===== src/rtl/mux_scheduler.sv =====
// mux_scheduler: round-robin arbiter and sequencer in front of the shared mux.
// Holds one channel from selection through settle and grant until the
// requester reports completion, then releases for one cycle.
// Optional feature macro: MUX_SCHED_TIMEOUT_EN (GRANT watchdog; default off,
// in which case timeout_out is tied low and GRANT lasts until done/abort).
module mux_scheduler #(
  parameter int SIZE           = 3,
  parameter int SETTLE_CYCLES  = 2,
  parameter int TIMEOUT_CYCLES = 1024
) (
  input  logic            clk_in,
  input  logic            reset_n_in,
  input  logic [SIZE-1:0] req_in,
  input  logic            done_in,
  output logic [SIZE-1:0] select_out,
  output logic [SIZE-1:0] grant_out,
  output logic            enable_out,
  output logic            busy_out,
  output logic            timeout_out
);

  typedef enum logic [1:0] {ST_IDLE, ST_SETTLE, ST_GRANT, ST_RELEASE} state_t;

  localparam logic [SIZE-1:0] LAST_IDX    = SIZE'(SIZE - 1);
  localparam logic [SIZE-1:0] ONE_IDX     = SIZE'(1);
  localparam logic [7:0]      SETTLE_LAST = 8'(SETTLE_CYCLES - 1);

  // Counter widths are fixed, so reject parameters that would not fit.
  generate
    if (SETTLE_CYCLES < 0 || SETTLE_CYCLES > 255) begin : g_bad_settle
      $error("SETTLE_CYCLES must fit the 8-bit settle counter");
    end
    if (TIMEOUT_CYCLES < 1 || TIMEOUT_CYCLES > 65535) begin : g_bad_timeout
      $error("TIMEOUT_CYCLES must fit the 16-bit watchdog counter");
    end
  endgenerate

  state_t          state_reg, state_next;
  logic [SIZE-1:0] sel_reg, sel_next;
  logic [SIZE-1:0] last_reg, last_next;
  logic [7:0]      settle_cnt_reg, settle_cnt_next;
  logic [SIZE-1:0] grant_reg, grant_next;
  logic            enable_reg, enable_next;
  logic            busy_reg, busy_next;
  logic [SIZE-1:0] sel_onehot;
  logic [SIZE-1:0] next_onehot;
  logic            sel_req;
  logic [SIZE-1:0] cand;
  logic [SIZE-1:0] pick_idx;
  logic            pick_valid;

  // Binary index to one-hot, without variable-width bit selects.
  function automatic logic [SIZE-1:0] idx_to_oh(input logic [SIZE-1:0] idx);
    logic [SIZE-1:0] oh;
    oh = '0;
    for (int b = 0; b < SIZE; b++) begin
      if (idx == SIZE'(b)) oh[b] = 1'b1;
    end
    return oh;
  endfunction

  // One-hot decode of the current selection; sel_req is the held channel's request.
  generate
    for (genvar gi = 0; gi < SIZE; gi++) begin : g_sel_dec
      assign sel_onehot[gi] = (sel_reg == SIZE'(gi));
    end
  endgenerate
  assign sel_req = |(req_in & sel_onehot);

  // Round-robin search: first requesting channel after the last grant, wrapping.
  always_comb begin
    pick_idx   = '0;
    pick_valid = 1'b0;
    cand       = last_reg;
    for (int i = 0; i < SIZE; i++) begin
      cand = (cand == LAST_IDX) ? '0 : cand + ONE_IDX;
      if (!pick_valid && (|(req_in & idx_to_oh(cand)))) begin
        pick_valid = 1'b1;
        pick_idx   = cand;
      end
    end
  end

`ifdef MUX_SCHED_TIMEOUT_EN
  localparam logic [15:0] TMO_LAST = 16'(TIMEOUT_CYCLES - 1);
  logic [15:0] tmo_cnt_reg, tmo_cnt_next;
  logic        timeout_reg, timeout_next_w;

  // Watchdog counts GRANT cycles; it is zero on every GRANT entry.
  always_comb begin
    tmo_cnt_next = (state_reg == ST_GRANT) ? tmo_cnt_reg + 16'd1 : '0;
  end

  // Watchdog counter and timeout pulse registers.
  always_ff @(posedge clk_in or negedge reset_n_in) begin
    if (!reset_n_in) begin
      tmo_cnt_reg <= '0;
      timeout_reg <= 1'b0;
    end else begin
      tmo_cnt_reg <= tmo_cnt_next;
      timeout_reg <= timeout_next_w;
    end
  end

  assign timeout_out = timeout_reg;
`else
  assign timeout_out = 1'b0;
`endif

  // Next-state and next-output logic for the select/settle/grant/release sequence.
  always_comb begin
    state_next      = state_reg;
    sel_next        = sel_reg;
    last_next       = last_reg;
    settle_cnt_next = settle_cnt_reg;
`ifdef MUX_SCHED_TIMEOUT_EN
    timeout_next_w  = 1'b0;
`endif
    case (state_reg)
      ST_IDLE: begin
        if (pick_valid) begin
          sel_next        = pick_idx;
          last_next       = pick_idx;
          settle_cnt_next = '0;
          state_next      = (SETTLE_CYCLES == 0) ? ST_GRANT : ST_SETTLE;
        end
      end
      ST_SETTLE: begin
        if (!sel_req) begin
          state_next = ST_RELEASE;
        end else if (settle_cnt_reg == SETTLE_LAST) begin
          state_next = ST_GRANT;
        end else begin
          settle_cnt_next = settle_cnt_reg + 8'd1;
        end
      end
      ST_GRANT: begin
        // done_in and a dropped request both end the transaction; new requests
        // from other channels are only considered back in IDLE.
        if (done_in || !sel_req) begin
          state_next = ST_RELEASE;
        end
`ifdef MUX_SCHED_TIMEOUT_EN
        else if (tmo_cnt_reg == TMO_LAST) begin
          state_next     = ST_RELEASE;
          timeout_next_w = 1'b1;
        end
`endif
      end
      default: begin
        state_next = ST_IDLE;
      end
    endcase
  end

  // Outputs are registered copies of what the next state implies.
  assign next_onehot = idx_to_oh(sel_next);
  always_comb begin
    grant_next  = (state_next == ST_GRANT) ? next_onehot : '0;
    enable_next = (state_next == ST_GRANT);
    busy_next   = (state_next != ST_IDLE);
  end

  // State, pointer and output registers with asynchronous reset.
  always_ff @(posedge clk_in or negedge reset_n_in) begin
    if (!reset_n_in) begin
      state_reg      <= ST_IDLE;
      sel_reg        <= '0;
      last_reg       <= LAST_IDX;
      settle_cnt_reg <= '0;
      grant_reg      <= '0;
      enable_reg     <= 1'b0;
      busy_reg       <= 1'b0;
    end else begin
      state_reg      <= state_next;
      sel_reg        <= sel_next;
      last_reg       <= last_next;
      settle_cnt_reg <= settle_cnt_next;
      grant_reg      <= grant_next;
      enable_reg     <= enable_next;
      busy_reg       <= busy_next;
    end
  end

  assign select_out = sel_reg;
  assign grant_out  = grant_reg;
  assign enable_out = enable_reg;
  assign busy_out   = busy_reg;

endmodule

===== config.mk =====
export PLATFORM = sky130hd
export DESIGN_NAME = mux_scheduler
export DESIGN_NICKNAME = d
export VERILOG_FILES = /design/src/rtl/mux_scheduler.sv
export SDC_FILE = /design/constraint.sdc
export NUM_CORES = 1
export LEC_CHECK = 0
export ABC_AREA = 1
export CAP_MARGIN = 10
export CORE_UTILIZATION = 35
export DETAILED_ROUTE_END_ITERATION = 16
export PLACE_DENSITY = 0.58
export RECOVER_POWER = 25
export SYNTH_ARGS = -nofsm -noshare
export SYNTH_HDL_FRONTEND = slang
export SYNTH_SLANG_ARGS = --single-unit

===== constraint.sdc =====
create_clock -name clk_in -period 1.6 [get_ports clk_in]
set_input_delay 0.32 -clock clk_in [delete_from_list [all_inputs] [get_ports clk_in]]
set_output_delay 0.32 -clock clk_in [all_outputs]
set_load 0.005 [all_outputs]

==> impl_metrics.tcl, run 1 <==
set metrics [dict create \
    synth_edf_count 0 \
    largest_reg_flops 8 \
    synth-async-reset-ratio 1.00 \
    layout_setup_ws_ns -0.281 \
    final_common_cell "nand2_1" \
    rr_startpoint "last_reg[2]" \
    hp-class "input pin to async pin" \
    met1_length_mm 1.31 \
    outcome "finished, violations left" \
    synth_flop_cell "dfrtp_1" \
    cts_hold_buf 0 \
    period_share 1.18 \
    worstPathRequired_ns 1.83 \
    worstRegToRegCells 13 \
    viasPerCell 4.91 \
    netlist_instances 172 \
    wl_met3_um 117 \
    synth_mux_area_frac 0.00818 \
    fillers 311 \
    grt-ovfl-total 0 \
    finalSetupViolations 20 \
    drtAntennaViolNets 0 \
    seq_area_frac_synth 0.430 \
    cts_tree "done" \
    top_level_ports 15 \
    synth-simple-area-share 0.364 \
    max_stage_delay_ns 0.47 \
    num_vias 1286 \
    drtPass1Iterations 4 \
    avgSynthCellArea_um2 7.11 \
    period_minus_slack_ns 1.88 \
    yosys-top-cells-area "dfrtp_1 (41%), nand2_1 (13%), inv_1 (8.6%), nor2_1 (8.0%), nand3_1 (5.7%)" \
    skew_ns 0.00944 \
    synth_xor_area_frac 0 \
    layout.nets 225 \
    path_buf_inv 3 \
    dieHeight_um 61.1 \
    drive_above_1_share 0.347 \
    clockBufferDepth 2 \
    yosys_register_bits 21 \
    top_layer "met4" \
    area_delta_synth_final_pct 48.4 \
    synth_area_um2 1220 \
    peakVddDrop_mv 1.03 \
    clk_pin_slew_worst_paths_ns 0.13 \
    final_cell_mix "nand2_1 (29), inv_1 (25), buf_4 (24), nor2_1 (23), dfrtp_1 (18)" \
    ys_warn_count 0 \
    end_kind "flop" \
    synth_cell_type_count 24 \
    wl_per_cell_um 11.9 \
    placed_area_um2 1580 \
    final_hold_viol_count 0 \
    antenna_found_initial 0 \
    drc 0 \
    cap_violations 0 \
    crit_slowest_cell "dfrtp_2" \
    grt_max_degree 22 \
    io_buffers 13 \
    crit_type "flop to flop" \
    cp-start-kind "flop" \
    rows 21 \
    cts.htree.levels 1 \
    p_leak_nw 0.906 \
    r2r_end "grant_out[1]" \
    dpl.hpwl_mm 2.05 \
    max_freq_mhz 532 \
    root_buffer "clkbuf_4" \
    cpMostUsedCell "nand2_1" \
    worst_skew_pair.late_latency_ns 0.31 \
    synth_nets 180 \
    synth_top_family_by_area "simple AND/OR/NAND/NOR gates" \
    insertedDiodeCount 0 \
    dieArea_um2 3740 \
    violations "setup timing" \
    relSlewSlack 0.651 \
    synth_compound_area_frac 0.0695 \
    clock-sinks 21 \
    routabilityCongestion 0.801 \
    totalWireLength_mm 3.12 \
    crit_path_max_fanout 5 \
    slew_violations 0 \
    power_mw 3.07 \
    start_util 0.367 \
    tightest_slew_ns 0.524 \
    crit_chain "buf_4 > nor3_1 > nand2_1 > nand3_1 > nand3_1 > nand2_1 > inv_1 > nand2_1 > nand2_2 > nand2_2 > inv_2 > nand2_1 > nor2_1" \
    drt_iter0_markers 36 \
    grt_pass1_wl_mm 4.84 \
    worstPathArrival_ns 2.11 \
    r2r_slack_ns -0.28 \
    rsz0062_at_grt "yes" \
    post-route-cell-area_um2 1820 \
    yosys.area_share.adder 0.0204 \
    critical-path-top-delay-family "simple AND/OR/NAND/NOR gates" \
    synth_top_area_frac 0.409 \
    grt_usage 0.175 \
    synth_top_area_cell "dfrtp_1" \
    die_w_um 61.1 \
    cts_buffers 3 \
    grt_pass1_vias 1163 \
    power.density_nw_per_um2 1690 \
    wl_met2_mm 1.55 \
    design.core.area_um2 3340 \
]
==> worst register-to-register path, delay by kind of cell, from the launching register on <==
kind          cells  cell delay [ns]
buf+inv           3             0.23
flops             1             0.47
simple gates     10             1.09
==> timing repair <==
item | CTS | global route
endpoints found under the setup margin | 22 | 21
resized for setup | 35 | 15
setup buffers | 4 | 0
gates cloned | 0 | 1
pin swaps | 6 | 6
==> cells in the mapped netlist, types with 2 or more instances <==
| cell type | n |
|---|---|
| nor2_1 | 26 |
| nand2_1 | 42 |
| nor3_1 | 3 |
| o21ai_0 | 11 |
| dfrtp_1 | 20 |
| a21oi_1 | 2 |
| nand3_1 | 14 |
| nand4_1 | 6 |
| nor2_2 | 2 |
| inv_1 | 28 |
| nand2_2 | 4 |
| ha_1 | 2 |
==> cells by family (layout without fill, tap and decap cells) <==
group | after synthesis | in the layout
simple gates | 100 | 101
mux | 1 | 1
fa+ha+maj | 2 | 2
flops | 21 | 21
other cells | 1 | 1
compound gates | 16 | 16
buf+inv | 31 | 74
==> cell type report <==
cell class                 instances  area [um^2]  area share
clock buffer                       3         22.5      0.0124
clock inverter                     1         7.51     0.00414
inverter                          29          111      0.0613
multi-input combinational        121          741       0.408
sequential                        21          529       0.292
tap                               46         57.6      0.0317
timing repair buffer              41          347       0.191
==> how the worst max path moves through the flow <==
| stage | from | endpoint | slack [ns] | cells past startpoint |
|---|---|---|---|---|
| 6_report | last_reg[2] | grant_out[1] | -0.28 | 13 |
| 5_1_grt | last_reg[2] | grant_out[1] | -0.42 | 13 |
| 4_1_cts | last_reg[1] | grant_out[1] | -0.20 | 14 |
| 3_5_place_dp | req_in[1] | settle_cnt_reg[3] | -0.49 | 13 |
| 3_3_place_gp | req_in[1] | settle_cnt_reg[7] | -0.42 | 13 |
| 2_1_floorplan | last_reg[1] | grant_out[1] | -0.03 | 12 |
==> per-layer routing <==
layer,global-route usage,up-vias
li1,-,631
met1,0.215,603
met2,0.286,34
met3,0.0441,18
met4,0.0877,0
met5,0,-
==> stage by stage <==
stage          TNS, ns  instances  setup slack, ns  hold WS [ns]  utilization
6_report         -3.87        262           -0.281         0.489        0.544
5_1_grt          -5.93        262           -0.419         0.545        0.544
2_1_floorplan  -0.0342        172          -0.0342        0.0244            -
3_5_place_dp     -7.34        253           -0.495         0.520        0.474
4_1_cts          -2.18        261           -0.199         0.327        0.529
3_3_place_gp     -6.32        253           -0.421         0.521        0.474
==> power breakdown <==
group | total [mW] | switching, mW | leakage (nW) | internal (mW)
clock | 0.267 | 0.171 | 0.0139 | 0.0955
combinational | 2.00 | 1.12 | 0.620 | 0.887
sequential | 0.799 | 0.114 | 0.273 | 0.685
total | 3.07 | 1.40 | 0.906 | 1.67
Note: power is estimated with default switching activity, not from simulation.
==> run 2, diff against run 1 <==
--- a/config.mk
+++ b/config.mk
@@ -9,6 +9,7 @@
 export CAP_MARGIN = 10
 export CORE_UTILIZATION = 35
 export DETAILED_ROUTE_END_ITERATION = 16
+export MAX_ROUTING_LAYER = met4
 export PLACE_DENSITY = 0.58
 export RECOVER_POWER = 25
 export SYNTH_ARGS = -nofsm -noshare
==> run 2 against run 1 <==
Against the previous run: the run still ends with setup timing left; largest cell class unchanged; die area did not move; sequential share of layout area decreased by 1.8 points; total power is 12% higher; fmax down 0.15%; setup slack lost 0.0029 ns; non-clock buffer count increased by 11; hold slack improved by 0.0041 ns; flip-flop and latch count unchanged; cell area is 6.8% higher.
==> impl_metrics.tcl, run 2 (same netlist as run 1, synthesis figures left out) <==
set metrics [dict create \
    root_buffer "clkbuf_4" \
    drive_above_1_share 0.398 \
    tightest_slew_ns 0.524 \
    viasPerCell 4.72 \
    wl_met3_um 110 \
    design.core.area_um2 3340 \
    grt_pass1_vias 1186 \
    grt_usage 0.193 \
    area_delta_synth_final_pct 58.4 \
    end_kind "flop" \
    rows 21 \
    crit_type "flop to flop" \
    power.density_nw_per_um2 1770 \
    worstPathArrival_ns 2.14 \
    rsz0062_at_grt "yes" \
    dieArea_um2 3740 \
    dieHeight_um 61.1 \
    final_hold_viol_count 0 \
    hp-class "input pin to async pin" \
    io_buffers 13 \
    cts_hold_buf 0 \
    grt-ovfl-total 0 \
    worst_skew_pair.late_latency_ns 0.31 \
    relSlewSlack 0.651 \
    layout.nets 235 \
    cts_buffers 3 \
    start_util 0.367 \
    antenna_found_initial 0 \
    cap_violations 0 \
    slew_violations 0 \
    num_vias 1285 \
    clk_pin_slew_worst_paths_ns 0.13 \
    grt_max_degree 22 \
    drt_iter0_markers 56 \
    met1_length_mm 1.35 \
    clock-sinks 21 \
    drtAntennaViolNets 0 \
    final_cell_mix "buf_4 (32), nand2_1 (31), inv_1 (24), nor2_1 (22), dfrtp_1 (18)" \
    top_level_ports 15 \
    cts_tree "done" \
    skew_ns 0.00373 \
    dpl.hpwl_mm 2.05 \
    dp_slack_ns -0.495 \
    clockBufferDepth 2 \
    die_w_um 61.1 \
    largest_reg_flops 8 \
    period_minus_slack_ns 1.88 \
    drc 0 \
    finalSetupViolations 20 \
    crit_path_max_fanout 5 \
    cp-start-kind "flop" \
    cts.htree.levels 1 \
    max_freq_mhz 531 \
    period_share 1.18 \
    top_layer "met4" \
    final_common_cell "buf_4" \
    peakVddDrop_mv 1.10 \
    fillers 284 \
    routabilityCongestion 0.821 \
    layout_setup_ws_ns -0.284 \
    outcome "finished, violations left" \
    grt_pass1_wl_mm 5.18 \
    violations "setup timing" \
    totalWireLength_mm 3.08 \
    wl_per_cell_um 11.3 \
    setup_tns_ns -3.58 \
    wl_met2_mm 1.60 \
    insertedDiodeCount 0 \
    worstPathRequired_ns 1.86 \
    p_leak_nw 0.964 \
    drtPass1Iterations 4 \
]
## run 2: changes by cell type in the layout (fill, tap and decap cells not counted), moves of 2 or more
cell     before  now
nand3_1       7    5
nor2_4        2    4
nand2_1      29   31
buf_4        24   32
buf_6         3    6
nand2_2      12   10
nand3_4       2    4
o21ai_2       2    4
## run 2: metal layers
layer / up-vias / track usage
met5: - / -
met4: 0 / 0.0325
met3: 4 / 0.0504
met2: 30 / 0.315
met1: 601 / 0.243
li1: 650 / -
## run 2: final cells by class
type,instances,area (um^2),share of cell area
well taps,46,57.6,0.0297
inverters,29,111,0.0575
multi-input cells,120,769,0.397
repair buffers,52,440,0.227
flip-flops and latches,21,529,0.273
clock buffers,3,22.5,0.0116
clock inverters,1,7.51,0.00387
## run 2: worst paths after layout
kind / slack [ns] / start / end / depth (start not counted)
worst min register to register: 0.54 / select_out[2] / select_out[2] / 2
min in group clk_in: 0.54 / select_out[2] / select_out[2] / 2
worst min-delay path: 0.49 / reset_n_in / settle_cnt_reg[3] / 2
worst max-delay path: -0.28 / last_reg[1] / grant_out[0] / 10
worst max register to register: -0.28 / last_reg[1] / grant_out[0] / 10
max in group asynchronous: 0.73 / reset_n_in / last_reg[0] / 2
## run 2: what timing repair did
item,CTS,global route
pin swaps,6,14
setup buffers,8,6
setup endpoints to repair,22,20
resized for setup,35,26
gates cloned,0,0
## run 2: metrics by stage
stage	cells	util	power, mW	hold WS, ns	instance area, um^2
after global routing	272	0.581	3.70	0.532	1940
after global placement	254	0.476	2.36	0.520	1590
after detailed placement	254	0.476	2.38	0.524	1590
after CTS	266	0.540	3.01	0.346	1800
after floorplan	172	-	1.69	0.0244	1230
final	272	0.581	3.43	0.494	1940
## run 2: critical path, stage by stage, from the launching register on
cell,delay (ns)
dfstp_2,0.65
nand2_4,0.09
nand2_4,0.08
nand2_2,0.08
nand3_4,0.10
nand4_4,0.13
o21ai_4,0.22
buf_6,0.14
buf_6,0.10
nand4_1,0.11
nor2_1,0.13
## run 2: report_power, final
part           total [mW]  internal (mW)  switching (mW)  leakage [nW]
Combinational        2.35           1.15            1.20         0.677
Clock               0.275         0.0955           0.180        0.0139
Sequential          0.805          0.685           0.120         0.273
Total                3.43           1.93            1.50         0.964
==> run 3, diff against run 2 <==
--- a/config.mk
+++ b/config.mk
@@ -8,6 +8,7 @@
 export ABC_AREA = 1
 export CAP_MARGIN = 10
 export CORE_UTILIZATION = 35
+export CTS_BUF_LIST = sky130_fd_sc_hd__clkbuf_16
 export DETAILED_ROUTE_END_ITERATION = 16
 export MAX_ROUTING_LAYER = met4
 export PLACE_DENSITY = 0.58
==> run 3 against run 2 <==
Against the previous run: the flow still finishes with violations (setup timing); cell count decreased by 0.37%; setup slack improved by 0.028 ns; flip-flop and latch count did not move; total power rose by 5.9%; first-iteration DRC count rose by 1.8%; count of clock-buffer cells in the layout unchanged; critical endpoint unchanged.
==> impl_metrics.tcl, run 3 (same netlist as run 1, synthesis figures left out) <==
set metrics [dict create \
    crit_slowest_cell "dfstp_2" \
    start_util 0.367 \
    cts_tree "done" \
    drive_above_1_share 0.378 \
    grt_pass1_wl_mm 5.26 \
    period_share 1.16 \
    totalWireLength_mm 3.10 \
    worst_skew_pair.late_latency_ns 0.25 \
    clk_pin_slew_worst_paths_ns 0.06 \
    finalSetupViolations 20 \
    cp-start-kind "flop" \
    violations "setup timing" \
    max_stage_delay_ns 0.62 \
    drt_iter0_markers 57 \
    num_vias 1279 \
    placed_area_um2 1590 \
    peakVddDrop_mv 0.989 \
    rsz0062_at_grt "yes" \
    root_buffer "clkbuf_16" \
    post-route-cell-area_um2 1970 \
    clockBufferDepth 2 \
    layout_setup_ws_ns -0.256 \
    final_hold_viol_count 0 \
    routabilityCongestion 0.821 \
    power_mw 3.64 \
    cap_violations 0 \
    io_buffers 13 \
    grt-ovfl-total 0 \
    clock-sinks 21 \
    drtPass1Iterations 6 \
    fin_cells 271 \
    dieArea_um2 3740 \
    cts_hold_buf 0 \
    die_w_um 61.1 \
    skew_ns 0.00214 \
    register_area_um2 529 \
    cts_buffers 3 \
    outcome "finished, violations left" \
    holdCritStartpoint "select_out[2]" \
    worstPathRequired_ns 1.79 \
    antenna_found_initial 0 \
    min_path_cells 2 \
    final_cell_mix "nand2_1 (31), buf_4 (31), inv_1 (24), nor2_1 (23), dfrtp_1 (18)" \
    viasPerCell 4.72 \
    relSlewSlack 0.655 \
    insertedDiodeCount 0 \
    cpMostUsedCell "nand2_4" \
    power.density_nw_per_um2 1840 \
    period_minus_slack_ns 1.86 \
    top_level_ports 15 \
    multi_input_area_um2 754 \
    grt_pass1_vias 1196 \
    dpl.hpwl_mm 2.05 \
    design.core.area_um2 3340 \
    p_leak_nw 0.982 \
    largest_reg_flops 8 \
    area_delta_synth_final_pct 61.1 \
    crit_chain "nand2_4 > nand2_4 > nand2_4 > nand3_4 > nand4_4 > o21ai_4 > buf_6 > buf_6 > nand4_1 > nor2_1" \
    crit_type "flop to flop" \
    end_kind "flop" \
    worstRegToRegCells 10 \
    slew_violations 0 \
    rows 21 \
    layout.nets 234 \
    fillers 292 \
    wl_per_cell_um 11.4 \
    drc 0 \
    cts.htree.levels 1 \
    max_freq_mhz 539 \
    drtAntennaViolNets 0 \
    cp-startpoint "last_reg[1]" \
    worstPathArrival_ns 2.04 \
    rr_startpoint "last_reg[1]" \
    dieHeight_um 61.1 \
    dpl.cell_count 254 \
    final_util 0.591 \
    grt_usage 0.198 \
    hp-class "flop to flop" \
    crit_path_max_fanout 5 \
    tightest_slew_ns 0.518 \
    grt_max_degree 22 \
]
==> run 3: cell count changes in the layout (fill, tap and decap cells not counted), moves of 2 or more <==
cell	delta
o21ai_2	-2
clkbuf_16	+3
clkbuf_4	-3
o21ai_0	+2
==> run 3: path summary, 6_finish.rpt <==
path                                endpoint  slack (ns)
max in group asynchronous        last_reg[0]        0.65
setup reg to reg                grant_out[0]       -0.26
min in group asynchronous  settle_cnt_reg[2]        0.57
setup / recovery                grant_out[0]       -0.26
hold reg to reg                select_out[2]        0.54
hold / removal                 select_out[2]        0.54
==> run 3: through the flow <==
step	worst slack (ns)	hold slack, ns	TNS (ns)
after floorplan	-0.0342	0.0244	-0.0342
after global placement	-0.436	0.520	-6.52
after detailed placement	-0.495	0.524	-7.47
after CTS	-0.199	0.425	-2.35
after global routing	-0.337	0.563	-4.76
final	-0.256	0.542	-3.16
==> run 3: where the power goes <==
| group | switching, mW | leakage [nW] | internal [mW] |
|---|---|---|---|
| Combinational | 1.17 | 0.672 | 1.12 |
| Sequential | 0.115 | 0.273 | 0.687 |
| Clock | 0.205 | 0.0371 | 0.339 |
| Total | 1.49 | 0.982 | 2.14 |
==> run 3: area by class of cell <==
cell class | count | area share
Multi-Input combinational cell | 120 | 0.383
Sequential cell | 21 | 0.268
Timing Repair Buffer | 51 | 0.221
Inverter | 29 | 0.0565
Clock buffer | 3 | 0.0381
Tap cell | 46 | 0.0292
Clock inverter | 1 | 0.00381
==> run 3: worst max-delay path: cells and delay by family (launching register included) <==
kind                   cells  cell delay (ns)
DFF                        1             0.62
buffers and inverters      2             0.24
and+or+nand+nor            7             0.70
AOI/OAI and AO/OA          1             0.22
==> run 3: what timing repair did <==
| action | in CTS | in global routing |
|---|---|---|
| setup buffers | 6 | 7 |
| gates resized for setup | 39 | 16 |
| pin swaps | 8 | 14 |
| endpoints found under the setup margin | 20 | 22 |
==> run 3: routing by layer <==
metal,routed length (um),up-vias,global-route usage
met5,0,-,-
met4,42,0,0.0617
met3,128,6,0.0462
met2,1640,29,0.314
met1,1290,595,0.251
li1,-,649,-
